## src/rtl/cpu_pkg.sv

```systemverilog
// Shared definitions for the 5-stage MIPS core: opcodes, ALUOp encodings,
// control-bundle bit positions (shared with the ID/EX register) and the
// main control decoder.
package cpu_pkg;

  localparam logic [5:0] OP_RTYPE = 6'b000000;
  localparam logic [5:0] OP_ADDI  = 6'b001000;
  localparam logic [5:0] OP_LW    = 6'b100011;
  localparam logic [5:0] OP_SW    = 6'b101011;
  localparam logic [5:0] OP_BEQ   = 6'b000100;
  localparam logic [5:0] OP_J     = 6'b000010;

  localparam logic [1:0] ALUOP_ADD   = 2'b00;
  localparam logic [1:0] ALUOP_SUB   = 2'b01;
  localparam logic [1:0] ALUOP_FUNCT = 2'b10;

  // wb bundle
  localparam int WB_REGWRITE = 1;
  localparam int WB_MEMTOREG = 0;
  // m bundle
  localparam int M_MEMREAD   = 1;
  localparam int M_MEMWRITE  = 0;
  // ex bundle
  localparam int EX_REGDST   = 3;
  localparam int EX_ALUOP_HI = 2;
  localparam int EX_ALUOP_LO = 1;
  localparam int EX_ALUSRC   = 0;

  typedef struct packed {
    logic [1:0] wb;
    logic [1:0] m;
    logic [3:0] ex;
  } ctrl_t;

  // Main control decoder; unknown opcodes (and j) yield an all-zero bundle.
  function automatic ctrl_t decode_ctrl(input logic [5:0] op);
    ctrl_t c;
    c = '0;
    case (op)
      OP_RTYPE: begin
        c.wb[WB_REGWRITE]               = 1'b1;
        c.ex[EX_REGDST]                 = 1'b1;
        c.ex[EX_ALUOP_HI:EX_ALUOP_LO]   = ALUOP_FUNCT;
      end
      OP_ADDI: begin
        c.wb[WB_REGWRITE]               = 1'b1;
        c.ex[EX_ALUSRC]                 = 1'b1;
        c.ex[EX_ALUOP_HI:EX_ALUOP_LO]   = ALUOP_ADD;
      end
      OP_LW: begin
        c.wb[WB_REGWRITE]               = 1'b1;
        c.wb[WB_MEMTOREG]               = 1'b1;
        c.m[M_MEMREAD]                  = 1'b1;
        c.ex[EX_ALUSRC]                 = 1'b1;
        c.ex[EX_ALUOP_HI:EX_ALUOP_LO]   = ALUOP_ADD;
      end
      OP_SW: begin
        c.m[M_MEMWRITE]                 = 1'b1;
        c.ex[EX_ALUSRC]                 = 1'b1;
        c.ex[EX_ALUOP_HI:EX_ALUOP_LO]   = ALUOP_ADD;
      end
      OP_BEQ: begin
        c.ex[EX_ALUOP_HI:EX_ALUOP_LO]   = ALUOP_SUB;
      end
      default: c = '0;
    endcase
    return c;
  endfunction

endpackage

```

## src/rtl/hazard_unit.sv

```systemverilog
// Load-use hazard detector: stalls the ID stage when the load sitting in
// ID/EX writes a register that the held instruction reads. $0 never stalls.
module hazard_unit (
  input  logic       valid_i,
  input  logic       idex_memread_i,
  input  logic [4:0] idex_rt_i,
  input  logic [4:0] rs_i,
  input  logic [4:0] rt_i,
  output logic       stall_o
);

  // Pure combinational compare against both source fields.
  always_comb begin
    stall_o = valid_i & idex_memread_i & (idex_rt_i != 5'd0) &
              ((idex_rt_i == rs_i) | (idex_rt_i == rt_i));
  end

endmodule

```

## src/rtl/if_id_stage.sv

```systemverilog
// IF/ID pipeline register plus instruction decode. Holds the fetched
// instruction and PC+4, produces the WB/M/EX control bundles, inserts a
// bubble on load-use hazards and resolves beq/j in ID (redirect + flush).
// Optional macro HAZARD_STATS_EN adds stall/flush event counters.
module if_id_stage
  import cpu_pkg::*;
(
  input  logic        clk_i,
  input  logic        rst_i,
  input  logic [31:0] pc4_i,
  input  logic [31:0] inst_i,
  input  logic [31:0] rs_data_i,
  input  logic [31:0] rt_data_i,
  input  logic        idex_memread_i,
  input  logic [4:0]  idex_rt_i,
  output logic [4:0]  rs_o,
  output logic [4:0]  rt_o,
  output logic [4:0]  rd_o,
  output logic [31:0] imm_o,
  output logic [31:0] pc4_o,
  output logic [1:0]  wb_o,
  output logic [1:0]  m_o,
  output logic [3:0]  ex_o,
  output logic        pc_write_o,
  output logic        pc_src_o,
  output logic [31:0] pc_target_o
`ifdef HAZARD_STATS_EN
  ,
  output logic [31:0] stall_cnt_o,
  output logic [31:0] flush_cnt_o
`endif
);

  logic [31:0] pc4_q, pc4_d;
  logic [31:0] inst_q, inst_d;
  logic        valid_q, valid_d;

  logic        stall;
  logic        live;
  logic [5:0]  op;
  ctrl_t       ctrl;
  logic        beq_taken;
  logic        jump;
  logic [31:0] br_target;
  logic [31:0] j_target;

  hazard_unit u_hazard (
    .valid_i        (valid_q),
    .idex_memread_i (idex_memread_i),
    .idex_rt_i      (idex_rt_i),
    .rs_i           (rs_o),
    .rt_i           (rt_o),
    .stall_o        (stall)
  );

  // Field extraction from the held instruction.
  always_comb begin
    op    = inst_q[31:26];
    rs_o  = inst_q[25:21];
    rt_o  = inst_q[20:16];
    rd_o  = inst_q[15:11];
    imm_o = {{16{inst_q[15]}}, inst_q[15:0]};
    pc4_o = pc4_q;
  end

  // Control decode; a flushed slot or a stall sends a bubble to ID/EX.
  always_comb begin
    live = valid_q & ~stall;
    ctrl = decode_ctrl(op);
    if (!live) begin
      ctrl = '0;
    end
    wb_o = ctrl.wb;
    m_o  = ctrl.m;
    ex_o = ctrl.ex;
  end

  // Branch/jump resolution; target defaults to the beq target when idle.
  always_comb begin
    br_target   = pc4_q + {imm_o[29:0], 2'b00};
    j_target    = {pc4_q[31:28], inst_q[25:0], 2'b00};
    beq_taken   = live & (op == OP_BEQ) & (rs_data_i == rt_data_i);
    jump        = live & (op == OP_J);
    pc_src_o    = beq_taken | jump;
    pc_target_o = jump ? j_target : br_target;
    pc_write_o  = ~stall;
  end

  // Next-state for IF/ID: stall holds, redirect flushes, otherwise load.
  always_comb begin
    pc4_d   = pc4_q;
    inst_d  = inst_q;
    valid_d = valid_q;
    if (stall) begin
      pc4_d   = pc4_q;
    end else if (pc_src_o) begin
      pc4_d   = '0;
      inst_d  = '0;
      valid_d = 1'b0;
    end else begin
      pc4_d   = pc4_i;
      inst_d  = inst_i;
      valid_d = 1'b1;
    end
  end

  // IF/ID register with synchronous reset.
  always_ff @(posedge clk_i) begin
    if (rst_i) begin
      pc4_q   <= '0;
      inst_q  <= '0;
      valid_q <= 1'b0;
    end else begin
      pc4_q   <= pc4_d;
      inst_q  <= inst_d;
      valid_q <= valid_d;
    end
  end

`ifdef HAZARD_STATS_EN
  logic [31:0] stall_cnt_q, stall_cnt_d;
  logic [31:0] flush_cnt_q, flush_cnt_d;

  // Event counters wrap naturally at 2^32.
  always_comb begin
    stall_cnt_d = stall_cnt_q + {31'd0, stall};
    flush_cnt_d = flush_cnt_q + {31'd0, pc_src_o};
  end

  // Counter registers, cleared by reset.
  always_ff @(posedge clk_i) begin
    if (rst_i) begin
      stall_cnt_q <= '0;
      flush_cnt_q <= '0;
    end else begin
      stall_cnt_q <= stall_cnt_d;
      flush_cnt_q <= flush_cnt_d;
    end
  end

  assign stall_cnt_o = stall_cnt_q;
  assign flush_cnt_o = flush_cnt_q;
`endif

endmodule

```

## config.mk

```make
export PLATFORM = sky130hd
export DESIGN_NAME = if_id_stage
export DESIGN_NICKNAME = d
export VERILOG_FILES = /design/src/rtl/cpu_pkg.sv /design/src/rtl/hazard_unit.sv /design/src/rtl/if_id_stage.sv
export SDC_FILE = /design/constraint.sdc
export NUM_CORES = 1
export LEC_CHECK = 0
export CAP_MARGIN = 20
export CORE_MARGIN = 3
export CORE_UTILIZATION = 44
export DETAILED_ROUTE_END_ITERATION = 8
export PLACE_DENSITY_LB_ADDON = 0.25
export SLEW_MARGIN = 20
export SYNTH_ARGS = -nofsm -noshare
export SYNTH_HDL_FRONTEND = slang
export SYNTH_SLANG_ARGS = --single-unit
export TNS_END_PERCENT = 50
```

## constraint.sdc

```tcl
create_clock -name clk_i -period 11.1 [get_ports clk_i]
set_input_delay 3.33 -clock clk_i [delete_from_list [all_inputs] [get_ports clk_i]]
set_output_delay 3.33 -clock clk_i [all_outputs]
set_load 0.1 [all_outputs]
```

=== Yosys cells after proc, flatten, opt, wreduce, memory -nomap -nowiden ===
Cells that the tools add are included.

* Muxes and demuxes: 11
* Shifts and indexed selects: 0
* Reduce and logical (&&, ||, !) cells: 4
* Equal/unequal tests: 8
* Bitwise gates (word level): 10
* Multipliers: 0
* Order comparisons: 0
* Div/mod/pow operators: 0
* Add/subtract/negate cells: 1

{| class="wikitable"
|+ Operator list
! operator !! count
|-
| $mux W32 || 3
|-
| $add A32 B32 Y32 || 1
|-
| $eq A32 B32 Y1 || 1
|-
| $eq A6 B6 Y1 const B || 2
|-
| $eq A5 B5 Y1 || 2
|-
| $mux W8 || 1
|-
| $and A1 B1 Y1 || 7
|-
| $eq A6 B2 Y1 const B || 1
|-
| $eq A6 B3 Y1 const B || 1
|-
| $eq A6 B4 Y1 const B || 1
|-
| $logic_not A6 Y1 || 1
|-
| $reduce_or A3 Y1 || 2
|-
| $mux W1 || 5
|-
| $reduce_bool A5 Y1 || 1
|-
| $pmux W2 S2 || 1
|-
| $mux W2 || 1
|-
| $or A1 B1 Y1 || 2
|-
| $not A1 Y1 || 1
|}

* Memories kept: 0
* Word-level logic and storage cells: 37
* Memory bits (writable): 0
* Bits in read-only memories: 0
* Bits in latches: 0
* Flip-flop bits (word level): 65
* Output and inout port bits: 121

=== Logic depth before layout (Yosys ltp) ===
Gate-level depths: netlist (run 1).

* Word-level depth: 9
* Depth in mapped cells: 13

=== Hierarchy ===
From an unflattened synthesis (run 1), not the netlist that was laid out.

* Cells, all modules: 570
* Area total of the unflattened synthesis: 4885.9 µm²

{| class="wikitable"
|+ By module, submodules not included
! module !! cells an instance !! seq. area each (µm²) !! times used !! area an instance (µm²)
|-
| if_id_stage || 553 || 1301.2 || 1 || 4753.3
|-
| hazard_unit || 17 || 0.0 || 1 || 132.6
|}

=== Worst setup path before layout (run 1) ===
No wires, ideal clock.

* Kind: input to output
* Start: in idex_rt_i[0]
* End: out wb_o[1]
* Required time: 7.770 ns
* Setup slack: 0.019 ns
* Buffers on the path: 1
* Stages on the path: 6
* Arrival time: 7.751 ns
* Cell sequence: or4_1 o2111a_1 or3_1 buf_2 nor3_1 o21bai_1

* Word-level cells in the longest chain between the ends: 6

{| class="wikitable"
|+ RTL lines
! item !! RTL line !! source
|-
| from (decl) || if_id_stage.sv:15 || <nowiki>input logic [4:0] idex_rt_i,</nowiki>
|-
| $eq A5 B5 Y1 or $reduce_bool A5 Y1 (tied branches) || hazard_unit.sv:15, hazard_unit.sv:14 ||
|-
| $or A1 B1 Y1 or $and A1 B1 Y1 (tied branches) || hazard_unit.sv:15, hazard_unit.sv:14 ||
|-
| $and A1 B1 Y1 * || hazard_unit.sv:14 || <nowiki>stall_o = valid_i & idex_memread_i & (idex_rt_i != 5'd0) &</nowiki>
|-
| $not A1 Y1 * || if_id_stage.sv:68 || <nowiki>live = valid_q & ~stall;</nowiki>
|-
| $and A1 B1 Y1 * || if_id_stage.sv:68 ||
|-
| $mux W8 * || if_id_stage.sv:70 || <nowiki>if (!live) begin</nowiki>
|-
| to (decl) || if_id_stage.sv:21 || <nowiki>output logic [1:0] wb_o,</nowiki>
|}

Mark *: on every way between the ends. The rest lies on a longest branch, timed or not.

=== Final worst setup path (run 1) ===
* Start: in idex_rt_i[1]
* End: out pc_target_o[31]

* Word-level cells in the longest chain between the ends: 7

{| class="wikitable"
|+ RTL lines
! item !! RTL line !! source
|-
| $eq A5 B5 Y1 or $reduce_bool A5 Y1 (tied branches) || hazard_unit.sv:15, hazard_unit.sv:14 ||
|-
| $or A1 B1 Y1 or $and A1 B1 Y1 (tied branches) || hazard_unit.sv:15, hazard_unit.sv:14 ||
|-
| $and A1 B1 Y1 * || hazard_unit.sv:14 ||
|-
| $not A1 Y1 * || if_id_stage.sv:68 ||
|-
| $and A1 B1 Y1 * || if_id_stage.sv:68 ||
|-
| $and A1 B1 Y1 * || if_id_stage.sv:83 || <nowiki>jump = live & (op == OP_J);</nowiki>
|-
| $mux W32 * || if_id_stage.sv:85 || <nowiki>pc_target_o = jump ? j_target : br_target;</nowiki>
|-
| to (decl) || if_id_stage.sv:26 || <nowiki>output logic [31:0] pc_target_o</nowiki>
|}

Marked as above.

==> run summary, run 1 <==
Iter 0 DRT Violations -> 328
cell area after synthesis -> 5050 um^2
Synth Register Bits -> 65
Post-DRT Antenna Nets -> 0
effective utilization at floorplan -> 0.458
clk buf depth -> 2
via count -> 5406
Hold Crit Class -> reg -> reg
Placer Congestion -> 0.875
Worst Setup SP -> idex_rt_i[1]
vias in the first global route -> 5279
top post-synthesis cells by area -> dfxtp_1 26%, a21oi_1 9.4%, xor2_1 8.5%
Die Area -> 12800 um^2
area leader, netlist -> dfxtp_1
FF-to-FF Start -> inst_q[16]$_SDFFE_PP0N_
power per cell area -> 149 nW/um^2
CTS Buf Count -> 9
worst reg2reg setup slack -> 7.85 ns
hold-fix buffers at CTS -> 0
crit path capture -> pc_target_o[31]
CP Capture Type -> output pin
FFs w/ async S/R, synth -> 0
RSZ-0062 raised after global routing -> no
die span in y -> 113 um
routed len/inst -> 16.7 um
global-route wire length before repair -> 26300 um
Final HPWL DP -> 12700 um
Distinct cells, synth -> 39
htree depth -> 3
Syn Inst Count -> 684
area share of the largest cell type after synthesis -> 0.258
max-cap violations -> 0
clk_lat worst skew -> 0.33 ns
final setup TNS -> 0 ns
layout cell share with drive strength beyond 1 -> 0.111
clk root buf -> clkbuf_16
sequential-to-total area share from yosys stat -> 0.258
CP Launch Type -> primary input
ant diodes -> 0
Peak Freq -> 0.0994 GHz
warnings from Yosys -> 0
number of antenna violations at the first check in global routing -> 0
outcome -> complete, no violations
Core Area -> 11000 um^2
clk sinks -> 65
max-slew violations -> 0
Post-synth top cells -> 100 x nand2_1, 95 x a21oi_1, 80 x nand3_1
final clock skew -> 0.00439 ns
Post-synth EDFFs -> 0
final hold slack -> 0.469 ns
GRT overflow -> 0
# DRC -> 0
port bufs -> 256
net count after synthesis -> 850
WP data required -> 7.77 ns
GRT Total Usage -> 0.251
row count -> 38
crit path max fanout -> 33
WHS Path Cells -> 2
top-count cell post-synth -> nand2_1
Pleak -> 3.16 nW
CP arrival -> 6.73 ns
nets -> 1034
Hold Crit Start -> inst_q[30]$_SDFFE_PP0N_
Worst-path clk slew -> 0.06 ns
Tcrit/Tclk final -> 0.907
final setup fails -> 0
FF-to-FF End -> inst_q[6]$_SDFFE_PP0N_
Tmin final -> 10.06 ns
overall routed net length -> 16900 um
Layout area overhead -> 49.0%
Worst-Margin Slew -> 1.01 ns
critical path class -> in -> out
R2R depth -> 10
PostCTS Resize Cnt -> 0
I/O pin cnt -> 257
largest net degree at the start of global routing -> 67
DIE WIDTH -> 113 um
Hold Fails Final Rpt -> 0
fin util -> 0.682
slew margin rel. -> 0.322
Avg Vias per Cell -> 5.34
prevailing post-synth register cell -> dfxtp_1
Max VDD drop -> 0.000121 V
TritonCTS clock tree -> yes
first-pass iteration count of the detailed router -> 5
Post-CTS Setup Bufs -> 0
syn avg cell area -> 7.38 um^2
## cell type report
| class | count | area (um^2) |
|---|---|---|
| Timing Repair Buffer | 261 | 2500 |
| Clock inverter | 7 | 95.1 |
| Inverter | 9 | 33.8 |
| Multi-Input combinational cell | 522 | 3190 |
| Tap cell | 140 | 175 |
| Clock buffer | 9 | 225 |
| Fill cell | 898 | 3510 |
| Sequential cell | 65 | 1300 |
## sequential cells by signal (all words and copies together), names as in the netlist
signal	cells
valid_q	1
inst_q	32
pc4_o	32
## layout by cell type, fill, tap and decap left out, drive strengths merged, types with 3 or more instances in the layout
cell type and instances:
a21o 17, a21oi 109, a31oi 5, and2 5, buf 48, clkbuf 9, clkdlybuf4s50 213, clkinv 4
dfxtp 65, ha 29, inv 9, nand2 100, nand3 80, nand4 6, nor2 30, nor2b 3
nor3 8, nor4 8, o21ai 29, o21bai 4, o31ai 3, or3 3, xnor2 19, xor2 49
## routing by layer
layer	part of all wire	routed length, um	track usage	up-vias
li1	-	-	-	2698
met1	0.42	7070	0.310	2471
met2	0.49	8180	0.441	220
met3	0.081	1370	0.0631	17
met4	0.015	247	0.0561	0
met5	0	0	0	-
## cell families (layout without fill, tap and decap cells)
group | count (synthesis) | count (layout) | share of synthesized area
simple gates | 249 | 249 | 0.231
compound gates | 175 | 175 | 0.202
buf+inv | 97 | 286 | 0.115
xor+xnor | 68 | 68 | 0.118
flops | 65 | 65 | 0.258
fa+ha+maj | 30 | 30 | 0.0759
## worst min-delay path by stage
stage / to
2_1_floorplan: inst_q[30]$_SDFFE_PP0N_
3_3_place_gp: inst_q[30]$_SDFFE_PP0N_
3_5_place_dp: inst_q[30]$_SDFFE_PP0N_
4_1_cts: inst_q[30]$_SDFFE_PP0N_
5_1_grt: inst_q[30]$_SDFFE_PP0N_
6_report: inst_q[30]$_SDFFE_PP0N_
## worst max-delay path: stages
cell	delay (ns)
clkdlybuf4s50_1	0.50
or4_1	0.53
o2111a_2	0.28
or3_1	0.50
or3_2	0.93
nand3_1	0.24
xnor2_1	0.20
buf_12	0.22
## power by group
| group | switching [mW] | internal (mW) |
|---|---|---|
| Combinational | 0.398 | 0.153 |
| Sequential | 0.0171 | 0.249 |
| Clock | 0.108 | 0.196 |
| Total | 0.523 | 0.598 |
## per-stage QoR
step	area, um^2	setup WS, ns	cells	power (mW)
5_1_grt	7520	0.902	1013	1.16
6_report	7520	1.04	1013	1.12
2_1_floorplan	5050	0.0186	684	0.685
3_5_place_dp	7200	1.02	997	0.820
3_3_place_gp	7200	1.16	997	0.815
4_1_cts	7520	1.01	1013	1.12
No activity file was read; power rests on OpenSTA's default activity.
==> run 2: changes to the inputs <==
--- a/config.mk
+++ b/config.mk
@@ -13,5 +13,6 @@
 export SLEW_MARGIN = 20
 export SYNTH_ARGS = -nofsm -noshare
 export SYNTH_HDL_FRONTEND = slang
+export SYNTH_HIERARCHICAL = 1
 export SYNTH_SLANG_ARGS = --single-unit
 export TNS_END_PERCENT = 50
==> run 2 against run 1 <==
Effect of this change:
- clock skew rose by 0.0081 ns
- non-clock buffer count rose by 1
- core utilization rose by 2.3 points
- synthesized cell count fell by 17%
- worst hold slack improved by 0.031 ns
- cell area fell by 1.1%
- combinational power rose by 6.9%
- global-route usage rose by 0.20 points
- power fell by 6.8%
- sequential share of layout area rose by 0.20 points
==> run summary, run 2 <==
outcome -> complete, no violations
Tcrit/Tclk final -> 0.925 (+0.0183)
WHS Path Cells -> 1 (-1)
ant diodes -> 0 (unchanged)
Final Worst Setup Slack -> 0.832 ns (-0.203 ns)
critical path class -> in -> out
worst reg2reg setup slack -> 7.65 ns (-0.20 ns)
commonest non-fill, non-tap cells in the layout -> 219 x clkdlybuf4s50_1, 65 x dfxtp_1, 64 x a22o_1
GRT Total Usage -> 0.253 (+0.00203)
Post-DRT Antenna Nets -> 0 (unchanged)
vias in the first global route -> 5249 (-0.57%)
Die Area -> 12400 um^2 (-3.0%)
first-pass iteration count of the detailed router -> 4 (-1)
Distinct cells, synth -> 58 (+49%)
FF-to-FF End -> inst_q[6]$_SDFFE_PP0N_
global-route wire length before repair -> 26100 um (-0.81%)
R2R depth -> 12 (+2)
DIE WIDTH -> 111 um (-1.5%)
number of antenna violations at the first check in global routing -> 0 (unchanged)
Final HPWL DP -> 13000 um (+2.5%)
die span in y -> 111 um (-1.5%)
Core Area -> 10600 um^2 (-4.3%)
Tmin final -> 10.27 ns (+0.203 ns)
layout cell share with drive strength beyond 1 -> 0.0902 (-0.0209)
Hold Crit Class -> reg -> reg
overall power -> 1.04 mW (-6.8%)
sequential-to-total area share from yosys stat -> 0.266 (+0.00852)
CP arrival -> 6.94 ns (+0.21 ns)
GRT overflow -> 0 (unchanged)
Worst-path clk slew -> 0.07 ns (about the same)
PostCTS Resize Cnt -> 0 (unchanged)
top-count cell post-synth -> dfxtp_1
CP Capture Type -> output pin
WP data required -> 7.77 ns (about the same)
Hold Crit Start -> pc4_o[1]$_SDFFE_PP0N_
clk buf depth -> 2 (unchanged)
Avg Vias per Cell -> 5.64 (+5.7%)
TritonCTS clock tree -> yes
Hold Path Sink -> pc4_o[1]$_SDFFE_PP0N_
prevailing post-synth register cell -> dfxtp_1
final clock skew -> 0.0125 ns (+0.00808 ns)
final setup TNS -> 0 ns (unchanged)
net count after synthesis -> 736 (-13%)
clk sinks -> 65 (unchanged)
CP Launch Type -> primary input
largest net degree at the start of global routing -> 66 (-1.5%)
Syn Inst Count -> 570 (-17%)
row count -> 37 (-2.6%)
Max VDD drop -> 0.0000932 V (-23%)
FF-to-FF Start -> inst_q[18]$_SDFFE_PP0N_
Worst-Margin Slew -> 0.996 ns (-0.0177 ns)
overall routed net length -> 16300 um (-3.3%)
CTS Buf Count -> 9 (unchanged)
top post-synthesis cells by area -> dfxtp_1 27%, a22o_1 11%, ha_1 7.4%
Layout area overhead -> 52.2%
Synth Register Bits -> 65 (unchanged)
warnings from Yosys -> 6 (+6)
routed len/inst -> 17.9 um (+7.4%)
Post-synth EDFFs -> 0 (unchanged)
via count -> 5146 (-4.8%)
max-cap violations -> 0 (unchanged)
Post-CTS Setup Bufs -> 0 (unchanged)
slew margin rel. -> 0.334 (+0.0118)
RSZ-0062 raised after global routing -> no
fin area -> 7440 um^2 (-1.1%)
port bufs -> 256 (unchanged)
final setup fails -> 0 (unchanged)
area share of the largest cell type after synthesis -> 0.266 (+0.00852)
htree depth -> 3 (unchanged)
leading cell type in the layout, fill and taps excluded -> clkdlybuf4s50_1
power per cell area -> 140 nW/um^2 (-5.8%)
# DRC -> 0 (unchanged)
hold-fix buffers at CTS -> 0 (unchanged)
Post-synth top cells -> 65 x dfxtp_1, 64 x a22o_1, 48 x buf_4
effective utilization at floorplan -> 0.463 (+0.00532)
Hold Fails Final Rpt -> 0 (unchanged)
max-slew violations -> 0 (unchanged)
Pleak -> 3.04 nW (-3.9%)
clk_lat worst skew -> 0.35 ns (+0.02 ns)
fin util -> 0.705 (+0.0228)
Peak Freq -> 0.0974 GHz (-2.0%)
multi-input logic area -> 3100 um^2 (-2.8%)
Placer Congestion -> 0.890 (+1.7%)
Seq. cell area -> 1300 um^2 (unchanged)
crit path max fanout -> 33 (unchanged)
area leader, netlist -> dfxtp_1
Iter 0 DRT Violations -> 357 (+8.8%)
nets -> 937 (-9.4%)
Post-Place Setup Slack -> 0.863 ns (-0.161 ns)
I/O pin cnt -> 257 (unchanged)
FFs w/ async S/R, synth -> 0 (unchanged)
cell area after synthesis -> 4890 um^2 (-3.2%)
# fillers -> 826 (-8.0%)
Post-DP Area -> 7260 um^2 (+0.78%)
syn avg cell area -> 8.57 um^2 (+16%)
clk root buf -> clkbuf_8
[run 2: changes by cell type after synthesis, sizes merged, moves of 7 or more]
cell	change
a211oi	+7
a21oi	-66
a22o	+64
clkbuf	-10
nand2	-55
nand3	-66
xnor2	+13
xor2	-15
[run 2: cell families (layout without fill, tap and decap cells)]
| family | after synthesis | after routing | share of synthesized area |
|---|---|---|---|
| AOI/OAI and AO/OA | 197 | 197 | 0.289 |
| muxes | 2 | 2 | 0.00435 |
| xor gates and xnor gates | 66 | 66 | 0.118 |
| buffers and inverters | 75 | 281 | 0.104 |
| and+or+nand+nor | 135 | 135 | 0.140 |
| adders and majority gates | 30 | 30 | 0.0784 |
| DFF | 65 | 65 | 0.266 |
[run 2: per-layer routing]
layer | track usage | share of wire | vias to the layer above
met5 | 0 | 0 | -
met4 | 0.0770 | 0.022 | 0
met3 | 0.0560 | 0.071 | 28
met2 | 0.446 | 0.50 | 220
met1 | 0.308 | 0.40 | 2426
li1 | - | - | 2472
[run 2: how the worst max path moves through the flow]
stage / from / end / slack (ns)
floorplan: idex_rt_i[3] / pc_target_o[28] / 0.16
global placement: idex_rt_i[3] / pc_target_o[28] / 0.99
detailed placement: idex_rt_i[3] / pc_target_o[28] / 0.86
CTS: idex_rt_i[3] / pc_target_o[28] / 0.85
global route: idex_rt_i[3] / pc_target_o[28] / 0.68
finish: idex_rt_i[3] / pc_target_o[28] / 0.83
[run 2: area by class of cell]
cell class | instances | area share
multi-input cells | 430 | 0.416
repair buffers | 262 | 0.360
flip-flops and latches | 65 | 0.175
well taps | 136 | 0.0229
clock buffers | 10 | 0.0185
clock inverters | 6 | 0.00572
inverters | 3 | 0.00151
[run 2: metrics by stage]
| step | hold WS [ns] | cells |
|---|---|---|
| 6_report | 0.501 | 912 |
| 5_1_grt | 0.521 | 912 |
| 4_1_cts | 0.505 | 912 |
| 3_5_place_dp | 0.483 | 896 |
| 3_3_place_gp | 0.472 | 896 |
| 2_1_floorplan | 0.484 | 570 |
[run 2: power by group]
part	switching, mW	internal (mW)
clock network	0.101	0.0875
logic	0.405	0.183
registers	0.0186	0.249
[run 2: critical path, cell delays in order]
cell and delay [ns]:
clkdlybuf4s50_1 0.46, or4_1 0.57, o211ai_2 0.16, a21oi_1 0.15, nor4b_4 0.38, nand2b_1 0.22, or4b_1 0.58, buf_4 0.29
nand3_1 0.15, a22oi_1 0.07, nor3_1 0.33, buf_12 0.23
==> run 3: changes to the inputs <==
--- a/config.mk
+++ b/config.mk
@@ -5,7 +5,7 @@
 export SDC_FILE = /design/constraint.sdc
 export NUM_CORES = 1
 export LEC_CHECK = 0
-export CAP_MARGIN = 20
+export CAP_MARGIN = 10
 export CORE_MARGIN = 3
 export CORE_UTILIZATION = 44
 export DETAILED_ROUTE_END_ITERATION = 8
==> results of run 3 <==
No change in the layout: final DEF, timing and power equal those of run 2.
